[src/rtl/icsp_loader_pkg.sv]
// Shared ICSP loader constants: command codes, frame sizes, FSM states.
package icsp_loader_pkg;

    localparam int unsigned INST_WIDTH_C    = 12;
    localparam int unsigned PC_WIDTH_C      = 9;

    localparam int unsigned ICSP_FRAME_BITS = 16;
    localparam int unsigned ICSP_CMD_BITS   = 6;
    localparam int unsigned ICSP_CNT_W      = $clog2(ICSP_FRAME_BITS);

    localparam logic [ICSP_CMD_BITS-1:0] ICSP_CMD_LOAD = 6'h02;
    localparam logic [ICSP_CMD_BITS-1:0] ICSP_CMD_READ = 6'h04;
    localparam logic [ICSP_CMD_BITS-1:0] ICSP_CMD_INC  = 6'h06;
    localparam logic [ICSP_CMD_BITS-1:0] ICSP_CMD_PROG = 6'h08;

    typedef enum logic [2:0] {
        ICSP_ST_IDLE = 3'd0,
        ICSP_ST_CMD  = 3'd1,
        ICSP_ST_LOAD = 3'd2,
        ICSP_ST_READ = 3'd3,
        ICSP_ST_PROG = 3'd4
    } icsp_state_e;

endpackage

[src/rtl/icsp_loader_sync.sv]
// Two-flop synchronizer for one asynchronous ICSP pin, with rise/fall pulses
// derived from the synchronized value.
module icsp_sync (
    input  logic clk,
    input  logic rst_n,
    input  logic async_i,
    output logic sync_o,
    output logic rise_o,
    output logic fall_o
);

    logic meta_q, sync_q, prev_q;

    // Synchronizer chain plus one-cycle delayed copy for edge detection.
    always_ff @(posedge clk or negedge rst_n) begin
        if (!rst_n) begin
            meta_q <= 1'b0;
            sync_q <= 1'b0;
            prev_q <= 1'b0;
        end else begin
            meta_q <= async_i;
            sync_q <= meta_q;
            prev_q <= sync_q;
        end
    end

    assign sync_o = sync_q;
    assign rise_o = sync_q & ~prev_q;
    assign fall_o = ~sync_q & prev_q;

endmodule

[src/rtl/icsp_loader.sv]
// ICSP serial programming loader for the PIC16C55 program memory.
// Optional build macro ICSP_VERIFY_EN enables post-program verify (verifyErr).
module icsp_loader
    import icsp_loader_pkg::*;
#(
    parameter int unsigned INST_WIDTH  = INST_WIDTH_C,
    parameter int unsigned PC_WIDTH    = PC_WIDTH_C,
    parameter int unsigned PROG_CYCLES = 8
) (
    input  logic                  clk,
    input  logic                  rst_n,
    input  logic                  progEn,
    input  logic                  icspClk,
    input  logic                  icspDataIn,
    output logic                  icspDataOut,
    output logic                  icspDataOe,
    output logic [PC_WIDTH-1:0]   memAddr,
    output logic [INST_WIDTH-1:0] memWrData,
    output logic                  memWrEn,
    input  logic [INST_WIDTH-1:0] memRdData,
    output logic                  cpuHold,
    output logic                  busy,
    output logic                  verifyErr
);

    logic pen_s, pen_rise, pen_fall;
    logic clk_s, clk_rise, clk_fall;
    logic din_s, din_rise, din_fall;
    logic unused_edges;

    icsp_sync u_sync_pen (.clk(clk), .rst_n(rst_n), .async_i(progEn),
                          .sync_o(pen_s), .rise_o(pen_rise), .fall_o(pen_fall));
    icsp_sync u_sync_clk (.clk(clk), .rst_n(rst_n), .async_i(icspClk),
                          .sync_o(clk_s), .rise_o(clk_rise), .fall_o(clk_fall));
    icsp_sync u_sync_din (.clk(clk), .rst_n(rst_n), .async_i(icspDataIn),
                          .sync_o(din_s), .rise_o(din_rise), .fall_o(din_fall));

    icsp_state_e                state_q, state_d;
    logic [PC_WIDTH-1:0]        addr_q, addr_d;
    logic [ICSP_FRAME_BITS-1:0] sh_q, sh_d;
    logic [ICSP_CNT_W-1:0]      cnt_q, cnt_d;
    logic [INST_WIDTH-1:0]      wdata_q, wdata_d;
    logic                       wr_q, wr_d;
    logic                       busy_q, busy_d;
    logic [7:0]                 pcnt_q, pcnt_d;
    logic                       oe_q, oe_d;
    logic                       dout_q, dout_d;
    logic [ICSP_CMD_BITS-1:0]   cmd;
    logic [ICSP_FRAME_BITS-1:0] rd_frame;

    // Read frame as shifted out on rising edges: start 0, data LSB first, pad 0s.
    always_comb begin
        rd_frame                 = '0;
        rd_frame[INST_WIDTH:1]   = memRdData;
    end

    // Next-state and datapath: progEn low overrides every other event.
    always_comb begin
        state_d = state_q;
        addr_d  = addr_q;
        sh_d    = sh_q;
        cnt_d   = cnt_q;
        wdata_d = wdata_q;
        wr_d    = 1'b0;
        busy_d  = busy_q;
        pcnt_d  = pcnt_q;
        oe_d    = oe_q;
        dout_d  = dout_q;
        cmd     = {din_s, sh_q[ICSP_CMD_BITS-2:0]};

        if (!pen_s) begin
            state_d = ICSP_ST_IDLE;
            addr_d  = '0;
            cnt_d   = '0;
            busy_d  = 1'b0;
            oe_d    = 1'b0;
            dout_d  = 1'b0;
        end else begin
            case (state_q)
                ICSP_ST_IDLE: begin
                    addr_d  = '0;
                    cnt_d   = '0;
                    state_d = ICSP_ST_CMD;
                end
                ICSP_ST_CMD: begin
                    if (clk_fall) begin
                        sh_d[cnt_q] = din_s;
                        if (cnt_q == ICSP_CNT_W'(ICSP_CMD_BITS - 1)) begin
                            cnt_d = '0;
                            case (cmd)
                                ICSP_CMD_LOAD: state_d = ICSP_ST_LOAD;
                                ICSP_CMD_READ: begin
                                    sh_d    = rd_frame;
                                    oe_d    = 1'b1;
                                    state_d = ICSP_ST_READ;
                                end
                                ICSP_CMD_INC:  addr_d = addr_q + PC_WIDTH'(1);
                                ICSP_CMD_PROG: begin
                                    wr_d    = 1'b1;
                                    busy_d  = 1'b1;
                                    pcnt_d  = 8'(PROG_CYCLES - 1);
                                    state_d = ICSP_ST_PROG;
                                end
                                default: ;
                            endcase
                        end else begin
                            cnt_d = cnt_q + ICSP_CNT_W'(1);
                        end
                    end
                end
                ICSP_ST_LOAD: begin
                    if (clk_fall) begin
                        sh_d[cnt_q] = din_s;
                        if (cnt_q == ICSP_CNT_W'(ICSP_FRAME_BITS - 1)) begin
                            wdata_d = sh_d[INST_WIDTH:1];
                            cnt_d   = '0;
                            state_d = ICSP_ST_CMD;
                        end else begin
                            cnt_d = cnt_q + ICSP_CNT_W'(1);
                        end
                    end
                end
                ICSP_ST_READ: begin
                    if (clk_rise) begin
                        dout_d = sh_q[cnt_q];
                    end else if (clk_fall) begin
                        if (cnt_q == ICSP_CNT_W'(ICSP_FRAME_BITS - 1)) begin
                            oe_d    = 1'b0;
                            dout_d  = 1'b0;
                            cnt_d   = '0;
                            state_d = ICSP_ST_CMD;
                        end else begin
                            cnt_d = cnt_q + ICSP_CNT_W'(1);
                        end
                    end
                end
                ICSP_ST_PROG: begin
                    if (pcnt_q == '0) begin
                        busy_d  = 1'b0;
                        state_d = ICSP_ST_CMD;
                    end else begin
                        pcnt_d = pcnt_q - 8'd1;
                    end
                end
                default: state_d = ICSP_ST_IDLE;
            endcase
        end
    end

    // State and datapath registers.
    always_ff @(posedge clk or negedge rst_n) begin
        if (!rst_n) begin
            state_q <= ICSP_ST_IDLE;
            addr_q  <= '0;
            sh_q    <= '0;
            cnt_q   <= '0;
            wdata_q <= '0;
            wr_q    <= 1'b0;
            busy_q  <= 1'b0;
            pcnt_q  <= '0;
            oe_q    <= 1'b0;
            dout_q  <= 1'b0;
        end else begin
            state_q <= state_d;
            addr_q  <= addr_d;
            sh_q    <= sh_d;
            cnt_q   <= cnt_d;
            wdata_q <= wdata_d;
            wr_q    <= wr_d;
            busy_q  <= busy_d;
            pcnt_q  <= pcnt_d;
            oe_q    <= oe_d;
            dout_q  <= dout_d;
        end
    end

    // Gating with the synchronized progEn makes an abort take effect the
    // same cycle: a pending strobe is suppressed and busy drops immediately.
    assign cpuHold     = pen_s;
    assign memAddr     = addr_q;
    assign memWrData   = wdata_q;
    assign memWrEn     = wr_q & pen_s;
    assign busy        = busy_q & pen_s;
    assign icspDataOe  = oe_q & pen_s;
    assign icspDataOut = dout_q;

`ifdef ICSP_VERIFY_EN
    logic verr_q, verr_d;

    // Sticky verify flag: compare on the last busy clock, clear on progEn rise.
    always_comb begin
        verr_d = verr_q;
        if (pen_rise) begin
            verr_d = 1'b0;
        end else if (pen_s && state_q == ICSP_ST_PROG && pcnt_q == '0
                     && memRdData != wdata_q) begin
            verr_d = 1'b1;
        end
    end

    // Verify flag register.
    always_ff @(posedge clk or negedge rst_n) begin
        if (!rst_n) verr_q <= 1'b0;
        else        verr_q <= verr_d;
    end

    assign verifyErr    = verr_q;
    assign unused_edges = pen_fall ^ clk_s ^ din_rise ^ din_fall;
`else
    assign verifyErr    = 1'b0;
    assign unused_edges = pen_rise ^ pen_fall ^ clk_s ^ din_rise ^ din_fall;
`endif

endmodule

[config.mk]
export PLATFORM = sky130hd
export DESIGN_NAME = icsp_loader
export DESIGN_NICKNAME = d
export VERILOG_FILES = /design/src/rtl/icsp_loader_pkg.sv /design/src/rtl/icsp_loader_sync.sv /design/src/rtl/icsp_loader.sv
export SDC_FILE = /design/constraint.sdc
export NUM_CORES = 1
export LEC_CHECK = 0
export ABC_AREA = 1
export CAP_MARGIN = 20
export CORE_MARGIN = 2
export CORE_UTILIZATION = 35
export DETAILED_ROUTE_END_ITERATION = 8
export GPL_ROUTABILITY_DRIVEN = 0
export GPL_TIMING_DRIVEN = 0
export HOLD_SLACK_MARGIN = 0.03
export PLACE_DENSITY = 0.53
export SLEW_MARGIN = 10
export SYNTH_ARGS = -nofsm -noshare
export SYNTH_HDL_FRONTEND = slang
export SYNTH_HIERARCHICAL = 1
export SYNTH_SLANG_ARGS = --single-unit
[constraint.sdc]
create_clock -name clk -period 5.2 [get_ports clk]
set_input_delay 1.04 -clock clk [delete_from_list [all_inputs] [get_ports clk]]
set_output_delay 1.04 -clock clk [all_outputs]
set_load 0.03 [all_outputs]
=== After elaboration in Yosys (flattened, before gate mapping) ===
Cells that the tools add are included.

* Register bits after elaboration: 63
* Output and inout bits: 27

* $add $sub $neg: 3
* $lt $le $gt $ge: 2
* Equality and inequality tests: 32
* Mux-type cells: 58
* Bitwise gates (word level): 7
* Reductions and logical operators: 14

{| class="wikitable"
|+ Operator list
! kind !! number
|-
| $mux W16 || 4
|-
| $ne A3 B3 Y1 const B || 14
|-
| $mux W9 || 4
|-
| $mux W8 || 4
|-
| $pmux W16 S2 || 1
|-
| $mux W4 || 6
|-
| $mux W1 || 22
|-
| $mux W3 || 7
|-
| $pmux W9 S2 || 1
|-
| $bwmux W16 || 1
|-
| $pmux W4 S4 || 1
|-
| $pmux W8 S2 || 1
|-
| $pmux W3 S5 || 1
|-
| $eq A6 B3 Y1 const B || 2
|-
| $reduce_and A4 Y1 || 3
|-
| $ne A2 B2 Y1 const B || 5
|-
| $ne A5 B5 Y1 const B || 2
|-
| $reduce_and A5 Y1 || 2
|-
| $add A9 B1 Y9 const B || 1
|-
| $pmux W3 S3 || 1
|-
| $logic_not A8 Y1 || 1
|-
| $sub A8 B1 Y8 const B || 1
|-
| $reduce_and A7 Y1 || 1
|-
| $eq A3 B2 Y1 const B || 2
|-
| other kinds (20) || 28
|}

=== Logic depth before layout (Yosys ltp) ===
* Depth after elaboration: 9
* Gate-level depth with buffers: 11
* Mapped depth without buffers: 11

=== Hierarchy ===
Netlist, hierarchy kept.

{| class="wikitable"
|+ By module, submodules not included
! module !! times used !! cells each !! area an instance (um2) !! sequential area each (um2)
|-
| icsp_loader || 1 || 502 || 3534.6 || 1401.3
|-
| icsp_sync || 3 || 7 || 90.1 || 75.1
|}

=== Worst setup path after synthesis ===
OpenSTA, ideal clock, no wires.

* Path kind: register to output
* Start point: register u_sync_pen.sync_q (netlist: u_sync_pen/sync_o)
* End point: output busy
* Data arrival time: 1315 ps
* Required time: 4160 ps
* Slack: 2845 ps
* Cell stages (with the launch flop): 5
* Path buffers: 2
* Cell sequence: dfrtp_1 > buf_2 > clkbuf_1 > nand2_1 > inv_1

* Cells in the longest elaborated chain, start to end: 1

{| class="wikitable"
|+ RTL lines
! item !! line !! text
|-
| start: declaration || icsp_loader_sync.sv:12 || <nowiki>logic meta_q, sync_q, prev_q;</nowiki>
|-
| start signal: assignment || icsp_loader_sync.sv:22 || <nowiki>sync_q <= meta_q;</nowiki>
|-
| $and A1 B1 Y1 || icsp_loader.sv:183 || <nowiki>assign busy = busy_q & pen_s;</nowiki>
|-
| end: declaration || icsp_loader.sv:22 || <nowiki>output logic busy,</nowiki>
|}

No other way between the ends.

=== Worst setup path after layout ===
Ends and elaborated chain as after synthesis.

==> flow_results.org <==
** Global route
- After global routing the overflow that remains totals 0.
- Vias in the first global route :: 3,351
- The first global-routing pass estimated 16.4 mm of wire.
- The number of antenna violations at the first check in global routing came to 0.
- Entering global routing, the biggest net connects 41 pins.
- Across every metal layer, demand over resource in global routing totals 18.1%.

** STA
- The number of failing hold endpoints at the final stage came to 0.
- Final total negative setup slack :: 0 ns
- Headroom to the max-slew limit came out at approximately two thirds.
- The max-slew violation count is 0.
- Setup repair after global routing left no endpoint under its margin.
- Time the final worst path needs with I/O delays and setup :: 3.22 ns
- Worst slew pin tran :: 0.512 ns
- Layout Skew :: 0.0100 ns
- The final critical path takes up about three fifths of the cycle.
- Based on the critical path, the design can be clocked at up to between 0.3 and 0.4 GHz.
- Setup violations remaining at the end of the flow were counted as 0.

** Layout
- The finished layout holds 708 standard cells, fillers aside.
- Net count, final :: 591
- Commonest cells after routing, fill and taps aside :: 178 x nand2_1, 63 x dfrtp_1, 51 x inv_1, 45 x nor2_1, 41 x clkdlybuf4s50_1
- The repair_antennas step left the layout with diodes totalling 0.
- Share of layout cells above drive strength 1 :: 9.62%
- Post-synthesis to final-layout area growth :: 22.1%
- Most common library cell in the layout ignoring fill and taps :: nand2_1

** Drt
- The final route contains 3,436 vias.
- The count of nets left with antenna violations once routing finished came out at 0.
- DRT Wirelength :: roughly 9.4 mm
- Detailed-routing wirelength on met1 :: 4.37 mm
- After detailed routing, the number of remaining DRC violations is 0.
- In the final routed layout, each cell accounts on average for 13.3 um.
- Dividing the detail-routed via count by the number of cells gives 4.85.
- For this run, the detailed router's first-pass iteration total came to 5.
- DRC marker count from the first detailed-route iteration :: 142
- The routed design uses 493 um of met3 wire.
- The highest metal layer carrying signal wires in the routed design is met4.
- Wire length on met2 :: 4.46 mm

** Critical path
- Reg-to-Reg Start :: cnt_q[1]
- Startpoint Class :: flop
- First element of the critical path :: u_sync_pen/sync_o
- Walking the worst path, the cells encountered are buf_2 -> clkbuf_1 -> nand2_1 -> inv_1 -> clkdlybuf4s50_1.
- On the critical path, the stage with the largest delay is an instance of clkdlybuf4s50_1.
- Largest stage delay, worst path :: 0.67 ns
- The worst setup path is captured at an output pin.
- On the critical path the largest part of the delay comes from buffers and inverters.
- Arrival time of data at the critical path endpoint :: 2.18 ns
- By startpoint and endpoint, the worst setup path is classified as reg -> out.
- Of all nets on the critical path, the largest fanout is 10.
- At the worst endpoint, the required time is 4.16 ns.
- The number of buffers and inverters on the critical path is 4.

** Hold path
- The worst hold path belongs to the class reg -> reg.
- The startpoint identified for the worst hold timing path is u_sync_clk/meta_q.

** Power
- Max rail drop VDD :: between 0.00015 and 0.0002 V
- Static leakage :: about 2.2 nW
- Power spread over the standard cell area amounts to 341 nW/um2.

** Yosys
- Net count after synthesis :: 537
- Post-Syn Area per Cell :: 7.26 um2
- During synthesis, Yosys emitted a total of 6 warnings.
- Cell count after synthesis :: 513
- Total standard cell area after synthesis :: 3720 um2

** CTS
- After clock tree synthesis, the clock-pin slew on the worst setup and hold paths is 0.06 ns.
- Insertion delay of the later-clocked pin in the worst-skew pair :: 0.35 ns
- Number of buffers created by CTS :: 9
- Number of clock sinks :: 63
- The number of hold buffers added after CTS was 0.
- CTS placed an instance of clkbuf_8 at the clock tree root.
- CTS max path bufs :: 2
- Number of gates given a new drive strength after cts :: 0
- CTS tree :: built
- Post-CTS timing repair inserted 0 buffers for setup.
- Total number of H-tree levels :: 3

** Floorplan
- Vertical die dimension :: 107 um
- 44 I/O pins were placed.
- The floorplan has 37 rows.
- Die area :: 11,500 um2
- Die width :: 107 um
- Initial Util :: 36.1%
- The floorplan step defined a core boundary enclosing just over 10,000 um2.

** Flow run
- Max-cap violations :: 0

** Outcome
- The run finished with clean final reports.

** Place
- The wire-length estimate of the detail-placed layout is 7.08 mm.
- Placed Cells incl. Taps :: 692
- Number of buffers added on ports :: 42
-- worst paths after layout --
| check | endpoint | slack, ns | cells past startpoint |
|---|---|---|---|
| max in group asynchronous | pcnt_q[6] | 4.08 | 2 |
| worst min-delay path | u_sync_clk/sync_o | 0.35 | 0 |
| worst max-delay path | busy | 1.98 | 5 |
| min in group asynchronous | sh_q[15] | 0.59 | 1 |
| worst min register to register | u_sync_clk/sync_o | 0.35 | 0 |
| worst max register to register | pcnt_q[3] | 2.91 | 11 |
-- per-layer routing --
metal	vias up	global-route usage [%]
met3	12	3.95
met5	-	0
met2	87	29.4
li1	1753	-
met4	0	4.92
met1	1584	24.3
-- flip-flops by register name, indices dropped and copies added, names as in the netlist, 3 cells and up --
name / count
cnt_q: 4
pcnt_q: 8
memWrData: 12
state_q: 3
memAddr: 9
sh_q: 16
-- per-stage QoR --
stage	hold WS [ns]	instance area (um2)	worst slack, ns	total power, mW	utilization, %
global placement	0.335	4320	0.741	1.11	41.8
global route	0.363	4550	1.81	1.66	44.1
CTS	0.353	4550	1.92	1.57	44.1
detailed placement	0.337	4340	2.32	1.11	42.0
finish	0.351	4550	1.98	1.55	44.1
floorplan	0.331	3720	2.90	0.967	-
-- layout make-up --
class | count | area, um2
multi-input combinational | 377 | 1830
inverter | 60 | 225
timing repair buffer | 43 | 445
sequential | 63 | 1580
tap | 136 | 170
clock buffer | 13 | 169
buffer | 13 | 88.8
clock inverter | 3 | 40.0
fill | 1068 | 5770
-- power by group --
group	internal [mW]	switching, mW
clock	0.259	0.186
combinational	0.168	0.317
sequential	0.554	0.0682
Note: power is estimated with default switching activity, not from simulation.
